**config.mk**
```make
export PLATFORM = sky130hd
export DESIGN_NAME = fpu_div
export DESIGN_NICKNAME = d
export VERILOG_FILES = /design/src/rtl/fpu_pkg.sv /design/src/rtl/fpu_div_step.sv /design/src/rtl/fpu_div.sv
export SDC_FILE = /design/constraint.sdc
export NUM_CORES = 1
export LEC_CHECK = 0
export CORE_ASPECT_RATIO = 1.4
export CORE_MARGIN = 3
export CORE_UTILIZATION = 60
export CTS_BUF_LIST = sky130_fd_sc_hd__clkbuf_4 sky130_fd_sc_hd__clkbuf_8 sky130_fd_sc_hd__clkbuf_16
export DETAILED_ROUTE_END_ITERATION = 10
export PLACE_DENSITY = 0.86
export REMOVE_ABC_BUFFERS = 1
export SLEW_MARGIN = 5
export SYNTH_ARGS = -nofsm -noshare
export SYNTH_HDL_FRONTEND = slang
export SYNTH_SLANG_ARGS = --single-unit
```
**constraint.sdc**
```tcl
create_clock -name clk -period 7.51 [get_ports clk]
set_input_delay 0.751 -clock clk [delete_from_list [all_inputs] [get_ports clk]]
set_output_delay 0.751 -clock clk [all_outputs]
set_load 0.005 [all_outputs]
```
**src/rtl/fpu_pkg.sv**
```systemverilog
// rtl/fpu_pkg.sv - shared FP32 field widths, constants and divider FSM states
package fpu_pkg;

    localparam int EXP_W  = 8;
    localparam int MANT_W = 23;
    localparam int BIAS   = 127;

    localparam logic [31:0] QNAN    = 32'h7FC0_0000;
    localparam logic [31:0] POS_INF = 32'h7F80_0000;

    typedef enum logic [1:0] {
        IDLE = 2'd0,
        DIV  = 2'd1,
        NORM = 2'd2
    } state_e;

endpackage

```
**src/rtl/fpu_div_step.sv**
```systemverilog
// rtl/fpu_div_step.sv - one combinational restoring-division step
module fpu_div_step #(
    parameter int MANT_W = 23
) (
    input  logic [MANT_W+1:0] rem_i,
    input  logic [MANT_W:0]   dvs_i,
    output logic [MANT_W+1:0] rem_o,
    output logic              qbit_o
);

    logic [MANT_W:0] diff;

    // rem < 2*dvs always holds, so a successful subtraction fits in MANT_W+1 bits.
    assign qbit_o = rem_i >= {1'b0, dvs_i};
    assign diff   = rem_i[MANT_W:0] - dvs_i;
    assign rem_o  = qbit_o ? {diff, 1'b0} : {rem_i[MANT_W:0], 1'b0};

endmodule

```
**src/rtl/fpu_div.sv**
```systemverilog
// rtl/fpu_div.sv - iterative FP32 restoring divider with start/busy/done handshake
module fpu_div
    import fpu_pkg::*;
#(
    parameter int EXP_W  = fpu_pkg::EXP_W,
    parameter int MANT_W = fpu_pkg::MANT_W,
    parameter int BIAS   = fpu_pkg::BIAS
) (
    input  logic                    clk,
    input  logic                    rst,
    input  logic                    start,
    input  logic [EXP_W+MANT_W:0]   a,
    input  logic [EXP_W+MANT_W:0]   b,
    output logic                    busy,
    output logic                    done,
    output logic [EXP_W+MANT_W:0]   result,
    output logic                    div_by_zero
);

    localparam int W     = EXP_W + MANT_W + 1;
    localparam int NQ    = MANT_W + 2;
    localparam int CNT_W = $clog2(NQ);
    localparam logic [CNT_W-1:0] CNT_LAST = CNT_W'(NQ - 1);

    state_e              state_q, state_d;
    logic                sign_q;
    logic [EXP_W-1:0]    exp_a_q, exp_b_q;
    logic [MANT_W+1:0]   rem_q, rem_next;
    logic [MANT_W:0]     dvs_q;
    logic [NQ-1:0]       q_q;
    logic                qbit;
    logic [CNT_W-1:0]    cnt_q;
    logic                done_q, dbz_q, dbz_d;
    logic [W-1:0]        result_q, result_d;
    logic [EXP_W-1:0]    exp_base, exp_norm;
    logic [MANT_W-1:0]   mant_norm;
    logic                a_zero, b_zero;

    fpu_div_step #(.MANT_W(MANT_W)) u_step (
        .rem_i  (rem_q),
        .dvs_i  (dvs_q),
        .rem_o  (rem_next),
        .qbit_o (qbit)
    );

    always_ff @(posedge clk or posedge rst) begin
        if (rst) begin
            state_q <= IDLE;
        end else begin
            state_q <= state_d;
        end
    end

    always_comb begin
        state_d = state_q;
        case (state_q)
            IDLE:    if (start) state_d = DIV;
            DIV:     if (cnt_q == CNT_LAST) state_d = NORM;
            NORM:    state_d = IDLE;
            default: state_d = IDLE;
        endcase
    end

    // Normaliser and special-case selection, consumed on the NORM edge.
    always_comb begin
        exp_base = exp_a_q - exp_b_q + EXP_W'(BIAS);
        if (q_q[NQ-1]) begin
            mant_norm = q_q[NQ-2:1];
            exp_norm  = exp_base;
        end else begin
            mant_norm = q_q[NQ-3:0];
            exp_norm  = exp_base - EXP_W'(1);
        end
        a_zero   = (exp_a_q == '0);
        b_zero   = (exp_b_q == '0);
        result_d = {sign_q, exp_norm, mant_norm};
        dbz_d    = 1'b0;
        if (a_zero && b_zero) begin
            result_d = W'(QNAN);
            dbz_d    = 1'b1;
        end else if (b_zero) begin
            result_d = {sign_q, {EXP_W{1'b1}}, {MANT_W{1'b0}}};
            dbz_d    = 1'b1;
        end else if (a_zero) begin
            result_d = {sign_q, {(W-1){1'b0}}};
        end
    end

    always_ff @(posedge clk or posedge rst) begin
        if (rst) begin
            sign_q   <= 1'b0;
            exp_a_q  <= '0;
            exp_b_q  <= '0;
            rem_q    <= '0;
            dvs_q    <= '0;
            q_q      <= '0;
            cnt_q    <= '0;
            done_q   <= 1'b0;
            dbz_q    <= 1'b0;
            result_q <= '0;
        end else begin
            done_q <= 1'b0;
            case (state_q)
                IDLE: begin
                    if (start) begin
                        sign_q  <= a[W-1] ^ b[W-1];
                        exp_a_q <= a[W-2:MANT_W];
                        exp_b_q <= b[W-2:MANT_W];
                        rem_q   <= {2'b01, a[MANT_W-1:0]};
                        dvs_q   <= {1'b1, b[MANT_W-1:0]};
                        q_q     <= '0;
                        cnt_q   <= '0;
                    end
                end
                DIV: begin
                    rem_q <= rem_next;
                    q_q   <= {q_q[NQ-2:0], qbit};
                    cnt_q <= cnt_q + CNT_W'(1);
                end
                NORM: begin
                    result_q <= result_d;
                    dbz_q    <= dbz_d;
                    done_q   <= 1'b1;
                end
                default: ;
            endcase
        end
    end

    assign busy        = (state_q != IDLE);
    assign done        = done_q;
    assign result      = result_q;
    assign div_by_zero = dbz_q;

endmodule

```
Word level (Yosys, flattened, before mapping)

Cells that the tools add are included.

Input bits: 67
Bits in writable memories: 0
Register bits: 132
Output and inout port bits: 35
Word-level logic and storage cells: 50
Latch bits: 0
Bits in read-only memories: 0
Memories: 0

Equal/unequal tests: 5
Mux-type cells: 18
Bitwise operators: 1
$lt $le $gt $ge: 1
Reduce and logical (&&, ||, !) cells: 9
Shifts and indexed selects: 0
$add $sub $neg: 5
Multipliers: 0
Divide/modulo/power cells: 0

Operators with widths:

| kind                  | number |
|---|---|
| $pmux W25 S2          | 2 |
| $mux W25              | 3 |
| $mux W31              | 2 |
| $mux W32              | 1 |
| $ge A25 B24 Y1        | 1 |
| $sub A24 B24 Y24      | 1 |
| $mux W23              | 1 |
| $logic_not A8 Y1      | 2 |
| $pmux W5 S2           | 1 |
| $add A8 B7 Y8 const B | 1 |
| $mux W8               | 1 |
| $sub A8 B1 Y8 const B | 1 |
| $sub A8 B8 Y8         | 1 |
| $reduce_and A2 Y1     | 3 |
| $add A5 B1 Y5 const B | 1 |
| $eq A5 B5 Y1 const B  | 1 |
| $mux W5               | 1 |
| $mux W2               | 2 |
| $ne A2 B2 Y1 const B  | 2 |
| $pmux W2 S2           | 1 |
| $reduce_bool A2 Y1    | 2 |
| $mux W1               | 3 |
| $eq A2 B1 Y1 const B  | 1 |
| $eq A2 B2 Y1 const B  | 1 |
| 3 further kinds       | 3 |

Depth between registers and ports, before layout

Gate-level depths: netlist (run 1).

Depth after elaboration: 7
Depth in mapped cells: 13
Gate-level depth less buffers: 13

Cells and area by module

Synthesis (run 1) repeated with hierarchy kept, for this count alone.

Cell total of the unflattened synthesis: 888
Area total of the unflattened synthesis: 7641.1 µm²

Modules (own cells, without submodules):

| module       | instances | area an instance (µm²) | sequential area each (µm²) | cells each |
|---|---|---|---|---|
| fpu_div      | 1         | 5898.2                 | 3303.2                     | 634 |
| fpu_div_step | 1         | 1742.9                 | 0.0                        | 254 |

Worst setup path after synthesis (run 1)

Ideal clock, no wire load.

Path kind: register to register
Start point: reg exp_a_q[1]
End point: reg result_q[29] (netlist: result[29])
Cell stages (with the launch flop): 10
Data required time: 7.427 ns
Path slack: 4.862 ns
Arrival: 2.565 ns
Period minus slack after synthesis: 2.648 ns
Path buffers: 0
Setup time: 0.083 ns
Cell sequence: dfrtp_1 > ha_1 > ha_1 > fa_1 > xnor2_1 > or3b_2 > nor3_1 > xor2_1 > a21oi_1 > o21ai_0

Cells in the longest elaborated chain, start to end: 7
Elaborated cells on any way between the ends: 9
Classes of those cells: add/sub (3); mux (4); reduce/logical (2)

RTL lines:

| item                   | line           | RTL |
|---|---|---|
| start, declared        | fpu_div.sv:27  | `logic [EXP_W-1:0] exp_a_q, exp_b_q;` |
| start signal, assigned | fpu_div.sv:107 | `exp_a_q <= a[W-2:MANT_W];` |
| $sub A8 B8 Y8          | fpu_div.sv:66  | `exp_base = exp_a_q - exp_b_q + EXP_W'(BIAS);` |
| $add A8 B7 Y8          | fpu_div.sv:66  |  |
| $sub A8 B1 Y8          | fpu_div.sv:72  | `exp_norm = exp_base - EXP_W'(1);` |
| $mux W8                | fpu_div.sv:67  | `if (q_q[NQ-1]) begin` |
| $mux W31               | fpu_div.sv:84  | `end else if (a_zero) begin` |
| $mux W31               | fpu_div.sv:81  | `end else if (b_zero) begin` |
| $mux W32 *             | fpu_div.sv:78  | `if (a_zero && b_zero) begin` |
| end signal, assigned   | fpu_div.sv:121 | `result_q <= result_d;` |
| end, declared          | fpu_div.sv:34  | `logic [W-1:0] result_q, result_d;` |

Mark *: on every way between the ends. The rest lies on a longest branch, timed or not.
A chain may end at the register's enable or synchronous reset.

Worst setup path in the final report (run 1)

Start point: reg rem_q[10]
End point: reg rem_q[23]

Cells in the longest elaborated chain, start to end: 3
Elaborated cells on any way between the ends: 4
Classes of those cells: add/sub (1); order compare (1); mux (2)

RTL lines:

| item                                                      | line                                   | RTL |
|---|---|---|
| start, declared                                           | fpu_div.sv:28                          | `logic [MANT_W+1:0] rem_q, rem_next;` |
| start signal, assigned                                    | fpu_div.sv:109                         | `rem_q <= {2'b01, a[MANT_W-1:0]};` |
| start signal, assigned                                    | fpu_div.sv:116                         | `rem_q <= rem_next;` |
| $sub A24 B24 Y24 / $ge A25 B24 Y1 (equally long branches) | fpu_div_step.sv:15, fpu_div_step.sv:14 |  |
| $mux W25 *                                                | fpu_div_step.sv:16                     | `assign rem_o = qbit_o ? {diff, 1'b0} : {rem_i[MANT_W:0], 1'b0};` |
| $pmux W25 S2 *                                            | fpu_div.sv:103                         | `case (state_q)` |

Marked as above.

==> results, run 1 <==
- The commonest register cell after synthesis is dfrtp_1.
- The type of the setup path with the least slack is register to register.
- The area of the mapped netlist is around 0.0074 mm2.
- In the layout the commonest cells are nand2_1 (203), dfrtp_1 (132), o21ai_0 (123).
- Across every metal layer, demand over resource in global routing totals 26.5%.
- The synthesized netlist devotes 18.1% of its cell area to compound gates.
- The area added between synthesis and finish is 22.5%.
- The synthesized netlist contains 54 unique library cells.
- The number of buffers created by CTS is 17.
- At the later pin of the worst-skew pair, clock insertion delay measures 0.41 ns.
- The final critical path takes up 43.8% of the cycle.
- In this run the tightest slew margin relative to its limit is 22.5%.
- Clock-pin slew was measured on the worst setup and hold paths at 0.06 ns.
- The routed layout has around 6.3k vias.
- Setup repair after global routing left no endpoint under its margin.
- The number of violations of the max-capacitance limit is 0.
- In this run, post-CTS hold repair placed 0 buffers.
- The number of hold violations in the final report is 0.
- Yosys printed 0 warnings.
- Counting every sink on the clock net gives 132.
- The total length of routed wires is 17.3 mm.
- The total congestion overflow is 0.
- The worst hold path begins at dvs_q[23]$_DFFE_PP0P_.
- After Yosys synthesis, and, or, nand and nor cells account for 15.7% of the synthesized area.
- Dividing the detail-routed via count by the number of cells gives 5.80.
- For this run, the share of the core covered by cells in the final layout is 75.8%.
- The number of resized instances in the post-cts repair step is 0.
- The mean post-synth cell area is 8.72 um2.
- The most frequent standard cell in the layout excluding fill and tap cells is nand2_1.
- The total of buffers placed on input and output ports is about 100.
- The worst-case clock buffer depth is 2.
- For this configuration, the core starts out at a cell density of 61.9%.
- The number of antenna diodes in the final layout is 0.
- STA puts the critical path data arrival time at 3.55 ns.
- Of all nets on the critical path, the largest fanout is 31.
- The global-route wire length before repair is 29.3 mm.
- At the end of the flow, the number of nets in the layout was 1,034.
- The die extent in y is 137 um.
- The type of element capturing the critical path is a register.
- The flow ran to the end, and the final reports show no timing, DRC or antenna violations.
- After detailed routing, the number of remaining DRC violations is 0.
- The die covers between 0.01 and 0.015 mm2.
- The average wire length per cell after detail routing is 16.0 um.
- After synthesis, the share of cell area in mux cells is 5.03%.
- For this run, asynchronously set or reset flops after synthesis account for 100%.
- For this run, the detailed router's first-pass iteration total came to 4.
- Power spread over the standard cell area amounts to 509 mW/mm2.
- The row count is 47.
- Of the cells placed in the final design, the portion with a size suffix greater than 1 is 5.86%.
- The startpoint of the worst register-to-register path is rem_q[10]$_DFFE_PP0P_.
- At the pin with the least slew margin, the transition time is about 1.2 ns.
- The H-tree was split into 4 levels.
- Static timing analysis puts the maximum clock frequency at 304 MHz.
- The category of the worst setup path launch point is a register.
- The first element of the critical path is rem_q[10]$_DFFE_PP0P_.
- The area of all placed cells without fillers is slightly above 0.009 mm2.
- The required time of the critical path is 7.77 ns.
- Setup total negative slack on the finished layout was measured at 0 ns.
- Setup violations remaining at the end of the flow were counted as 0.
- The count of nets left with antenna violations once routing finished came out at 0.
- After synthesis, flip-flops and latches occupy between 40% and 50% of the total area.
- The chip width is 99.8 um.
- The setup fix buffers added after clock tree synthesis is 0.
- By area, the combinational part of the netlist is dominated by compound AO/OA/AOI/OAI gates.
- Counting I/O delays and the setup requirement, the final critical path takes approximately 3.3 ns.
- Entering global routing, the biggest net connects 121 pins.
- The initial antenna violation count is 1.
- The clock arrives with 0.00867 ns of skew.
- The routability-driven placement congestion ratio is 0.943.
- The area of the core is between 0.01 and 0.015 mm2.
- After the first detailed-routing iteration, the DRC count stood at 368.
- The count of mapped cells out of synthesis is 847.
- The via count of the first global-routing pass was ~6.3k.
- CTS placed an instance of clkbuf_16 at the clock tree root.
- The fraction of synthesized cell area in xor and xnor cells is 3.79%.
- The I/O pin count is 102.
- IR analysis of the VDD net gives a maximum drop of 0.286 mV.
- The count of pins over their slew limit was 0.
- TritonCTS built the clock tree.
- The number of synthesized flops with an enable pin is 0.
- The adder-cell share of the synthesized area is 7.32%.
- The post-synthesis sequential element count is 132.
- Once placement finished, the instance area stood at 0.00844 mm2.
- The total half-perimeter wirelength after legalization and detailed placement is 11.5 mm.
- Summed over all cells, the static leakage comes to about 4.0 nW.
- The worst hold path class is register to register.
flip-flops by register name, summed over array words and instances, names as in the netlist:
register and cells:
result 32, q_q 25, rem_q 25, dvs_q 24
exp_a_q 8, exp_b_q 8, cnt_q 5, state_q 2
div_by_zero 1, done 1, sign_q 1
Yosys cell counts (5+ instances only):
cell type	count	area (um2)
mux2i_1	36	360
o21ai_0	123	616
ha_1	40	500
xnor2_1	20	175
nand2_1	203	762
nand2b_1	8	50.1
o211ai_1	13	97.6
inv_1	49	184
dfrtp_1	132	3300
a31oi_1	9	56.3
buf_1	6	22.5
xor2_1	12	105
nor2_1	25	93.8
clkbuf_1	36	135
buf_2	5	25.0
and3_1	5	31.3
nand4_1	6	37.5
nor4_1	7	43.8
a21oi_1	39	195
nand3_1	13	65.1
o31ai_1	6	45.0
stage by stage:
stage / instances / hold WS [ns] / worst slack (ns) / power [mW]
after floorplan: 798 / 0.418 / 3.23 / 3.12
after global placement: 1053 / 0.432 / 4.38 / 3.60
after detailed placement: 1053 / 0.438 / 4.32 / 3.69
after CTS: 1085 / 0.451 / 4.27 / 4.60
after global routing: 1085 / 0.498 / 3.98 / 5.00
final: 1085 / 0.450 / 4.22 / 4.61
worst paths after layout:
kind                                              end  slack (ns)  cells past startpoint
max in group asynchronous        rem_q[6]$_DFFE_PP0P_        5.30                      3
worst min-delay path            dvs_q[23]$_DFFE_PP0P_        0.45                      2
worst max-delay path            rem_q[23]$_DFFE_PP0P_        4.22                     11
worst min register to register  dvs_q[23]$_DFFE_PP0P_        0.45                      2
worst max register to register  rem_q[23]$_DFFE_PP0P_        4.22                     11
min in group asynchronous          sign_q$_DFFE_PP0P_        0.84                      2
area by class of cell:
type / count / area (um2)
repair buffers: 108 / 1060
flip-flops and latches: 132 / 3300
well taps: 147 / 184
clock buffers: 19 / 453
fillers: 825 / 2890
clock inverters: 13 / 156
inverters: 50 / 190
multi-input cells: 616 / 3700
cell families (layout without fill, tap and decap cells):
family	Yosys count	after routing
multiplexers	37	37
AND/OR/NAND/NOR	279	279
buffers and inverters	99	190
AO/OA/AOI/OAI	226	226
flip-flops	132	132
adder cells (fa/ha/maj)	42	42
XOR/XNOR	32	32
power by group:
group	leakage, nW	switching [mW]	internal [mW]
Combinational	2.00	1.51	1.09
Clock	0.299	0.310	0.538
Sequential	1.68	0.183	0.983
layer usage:
layer / GRT usage, % / share of wire, %
met1: 31.7 / 39
met2: 46.9 / 52
met3: 5.22 / 5.1
met4: 10.4 / 3.0
met5: 0 / 0.046
critical path, stage by stage (launching register included):
cell     delay (ns)
dfrtp_1        0.39
ha_1           0.41
a21oi_1        0.11
o21ai_0        0.28
nor2_1         0.10
a21oi_2        0.19
o22ai_2        0.16
o31ai_4        0.53
buf_4          0.42
inv_2          0.15
o31ai_1        0.28
a21oi_1        0.10
Power figures use the tool's default switching activity.
==> run 2, diff against run 1 <==
Settings changed: CORE_UTILIZATION 60 to 56, PLACE_DENSITY 0.86 to 0.81.
Clock period 7.51 ns to 3.1 ns, I/O delays scaled along.
==> run 2 against run 1 <==
  * Clock skew up 0.0013 ns
  * Sequential share of layout area decreased by 0.69 points
  * Non-clock buffer count is 15 higher
  * Global-route usage fell by 1.5 points
  * Hold slack got worse by 0.073 ns
  * Count of clock-buffer cells in the layout fell by 2
  * Largest power group unchanged
  * Largest cell class unchanged
==> results, run 2 (synthesized netlist as in run 1, its figures left out) <==
- The per-cell via count in the routed design was 5.74 (-0.96%).
- The transition time of the tightest slew-check pin is 0.922 ns (-0.240 ns).
- The row count was 49 (+4.3%).
- The final routed DRC violation total is 0 (unchanged).
- The global-route usage over all layers was 25.0% (-1.5 points).
- The worst-case clock buffer depth is 2 (unchanged).
- The required time of the critical path is 3.44 ns (-4.33 ns).
- The number of hold violations in the final report is 0 (unchanged).
- The share of the cycle needed by the critical path after routing came to 94.9% (+51 points).
- The maximum number of pins on one net before global-route repair is 55 (-55%).
- The peak supply drop is 0.662 mV (+130%).
- The number of violations of the max-capacitance limit is 0 (unchanged).
- The initial antenna violation count is 0 (-1).
- Among all stages on the critical path, the largest delay is contributed by fa_1.
- Leaving out fill and tap cells, the most frequent cell in the layout is nand2_1.
- The power per cell area is 1240 mW/mm2 (+140%).
- The setup path with the least slack is of type register to register.
- The combined buffer and inverter count along the critical path was 1 (-1).
- The total congestion overflow came to 0 (unchanged).
- The worst setup timing slack at the placement stage is 0.179 ns (-4.14 ns).
- The path depth of the worst reg2reg path is 12 (+1).
- The global-route wire length before repair was 29.1 mm (-0.54%).
- The category of the worst setup path launch point is a register.
- The area added between synthesis and finish is 24.9%.
- The total of buffers placed on input and output ports was 101 (unchanged).
- The library cells used most frequently in the layout, excluding fill and tap cells, are nand2_1 (203), dfrtp_1 (132), o21ai_0 (123).
- The fmax came to 340 MHz (+12%).
- The detailed-router iteration count before antenna repair is 5 (+1).
- The number of endpoints failing setup at the final stage came to 0 (unchanged).
- The area of the core is 0.0129 mm2 (+7.8%).
- The minimum setup slack in the final design is 0.159 ns (-4.06 ns).
- The clock-pin slew of the registers on the worst-case setup and hold paths is 0.07 ns (about the same).
- The clock latency at the later pin of the worst-skew pair is 0.42 ns (about the same).
- The number of clock sinks seen by CTS is 132 (unchanged).
- The count of vias placed by the detailed router is 6,348 (+0.95%).
- The die outline area was 0.0146 mm2 (+6.8%).
- The worst hold path belongs to the class input pin to async pin.
- The first element of the critical path is rem_q[0]$_DFFE_PP0P_.
- The routability-driven placement congestion ratio is 0.920 (-2.5%).
- The most repeated library cell on the critical path is a21oi_1.
- The tightest slew margin relative to the limit is 38.5% (+16 points).
- The cell sitting at the root of the clock tree is a clkbuf_16.
- The deepest level of the CTS H-tree is 4 (unchanged).
- The number of buffers created by CTS is 17 (unchanged).
- The chip width came to 103 um (+3.3%).
- The fraction of final layout cells sized beyond drive strength 1 was 7.45% (+1.6 points).
- The endpoint identified for the worst register-to-register timing path is rem_q[23]$_DFFE_PP0P_.
- The final total power is 11.4 mW (+150%).
- The cell family with the largest share of critical-path delay is compound AO/OA/AOI/OAI gates.
- The startpoint identified for the worst register-to-register timing path is rem_q[0]$_DFFE_PP0P_.
- The flow ran to the end, and the final reports show no timing, DRC or antenna violations.
- The die extent in y is 142 um (+3.4%).
- The number of nets with antenna violations after routing came to 0 (unchanged).
- The largest stage delay on the critical path is 0.40 ns (-0.13 ns).
- The count of filler cells inserted in the layout is 954 (+16%).
- Walking the worst path, the cells encountered are inv_1, ha_1, fa_1, nand2b_1, a21oi_1, o21ai_0, o21ai_2, a21oi_1, o21ai_1, mux2i_1, o31ai_1, a21oi_1.
- The destination of the critical timing path is rem_q[23]$_DFFE_PP0P_.
- The post-route minimum period came to 2.94 ns (-0.348 ns).
- The type of element capturing the critical path is a register.
- The via count of the first global-routing pass is 6,313 (-0.17%).
- The flip-flop count of the largest register, all copies and words added is 32 (unchanged).
- The number of nets in the layout was 1,049 (+1.5%).
- The cell count along the critical path is 12 (+1).
- The average wire length per cell after detail routing came to 15.9 um (-0.69%).
- The total half-perimeter wirelength after legalization and detailed placement is 12.0 mm (+4.5%).
- The total length of routed wires is 17.5 mm (+1.2%).
- The reg2reg setup slack is 0.16 ns (-4.06 ns).
- The count of pins over their slew limit is 0 (unchanged).
- The I/O pin count is 102 (unchanged).
- The cell leakage power was 4.05 nW (+2.0%).
- The peak fanout along the critical path is 3 (-90%).
- The clock skew after layout came to 0.0100 ns (+0.00132 ns).
- The antenna diode instance count came to 0 (unchanged).
- The effective utilization at floorplan is 57.4% (-4.5 points).
- The number of DRC violations after detailed-routing iteration 0 came to 289 (-21%).
- The TritonCTS clock tree is built.
- The arrival time of the worst setup path came to 3.28 ns (-0.27 ns).
## run 2: cell types whose count changed in the layout (fill, tap and decap cells not counted), sizes merged
cell / change
clkbuf: -2
buf: +15
inv: +5
clkinv: -4
clkinvlp: +1
## run 2: final cells by class
class / instances / area [um2] / area share, %
Tap cell: 153 / 191 / 2.07
Inverter: 50 / 190 / 2.06
Sequential cell: 132 / 3300 / 35.8
Timing Repair Buffer: 123 / 1210 / 13.2
Multi-Input combinational cell: 616 / 3710 / 40.2
Clock buffer: 17 / 425 / 4.61
Clock inverter: 15 / 196 / 2.13
## run 2: what timing repair did
action                                  4_1_cts  5_1_grt
hold buffers                                  0        0
resized for setup                             0        1
endpoints found under the setup margin        0       18
setup buffers                                 0        4
## run 2: report_power, final
group	switching, mW	leakage (nW)	internal, mW	total, mW
combinational	3.69	2.08	2.81	6.50
clock	0.821	0.295	1.29	2.11
sequential	0.447	1.68	2.38	2.83
total	4.96	4.05	6.48	11.4
## run 2: worst min-delay path by stage
stage | slack [ns] | endpoint | startpoint
floorplan | 0.42 | dvs_q[0]$_DFFE_PP0P_ | b[0]
global placement | 0.43 | dvs_q[23]$_DFFE_PP0P_ | dvs_q[23]$_DFFE_PP0P_
detailed placement | 0.44 | dvs_q[23]$_DFFE_PP0P_ | dvs_q[23]$_DFFE_PP0P_
CTS | 0.39 | exp_b_q[6]$_DFFE_PP0P_ | rst
global route | 0.42 | dvs_q[0]$_DFFE_PP0P_ | b[0]
finish | 0.38 | exp_b_q[6]$_DFFE_PP0P_ | rst
## run 2: metrics by stage
step	util, %	setup TNS, ns	hold slack, ns	instance area, um2	cells
final	71.7	0	0.377	9230	1106
after global routing	71.7	-0.0299	0.417	9230	1106
after CTS	71.4	0	0.392	9190	1102
after detailed placement	66.6	0	0.438	8570	1070
after global placement	66.6	0	0.432	8570	1070
after floorplan	-	-98.35	0.415	7180	798
## run 2: layer usage
layer	vias up	wire length, um	global-route usage [%]
li1	3069	-	-
met1	3066	6920	29.3
met2	174	9440	44.3
met3	39	762	6.25
met4	0	414	7.98
met5	-	0	0
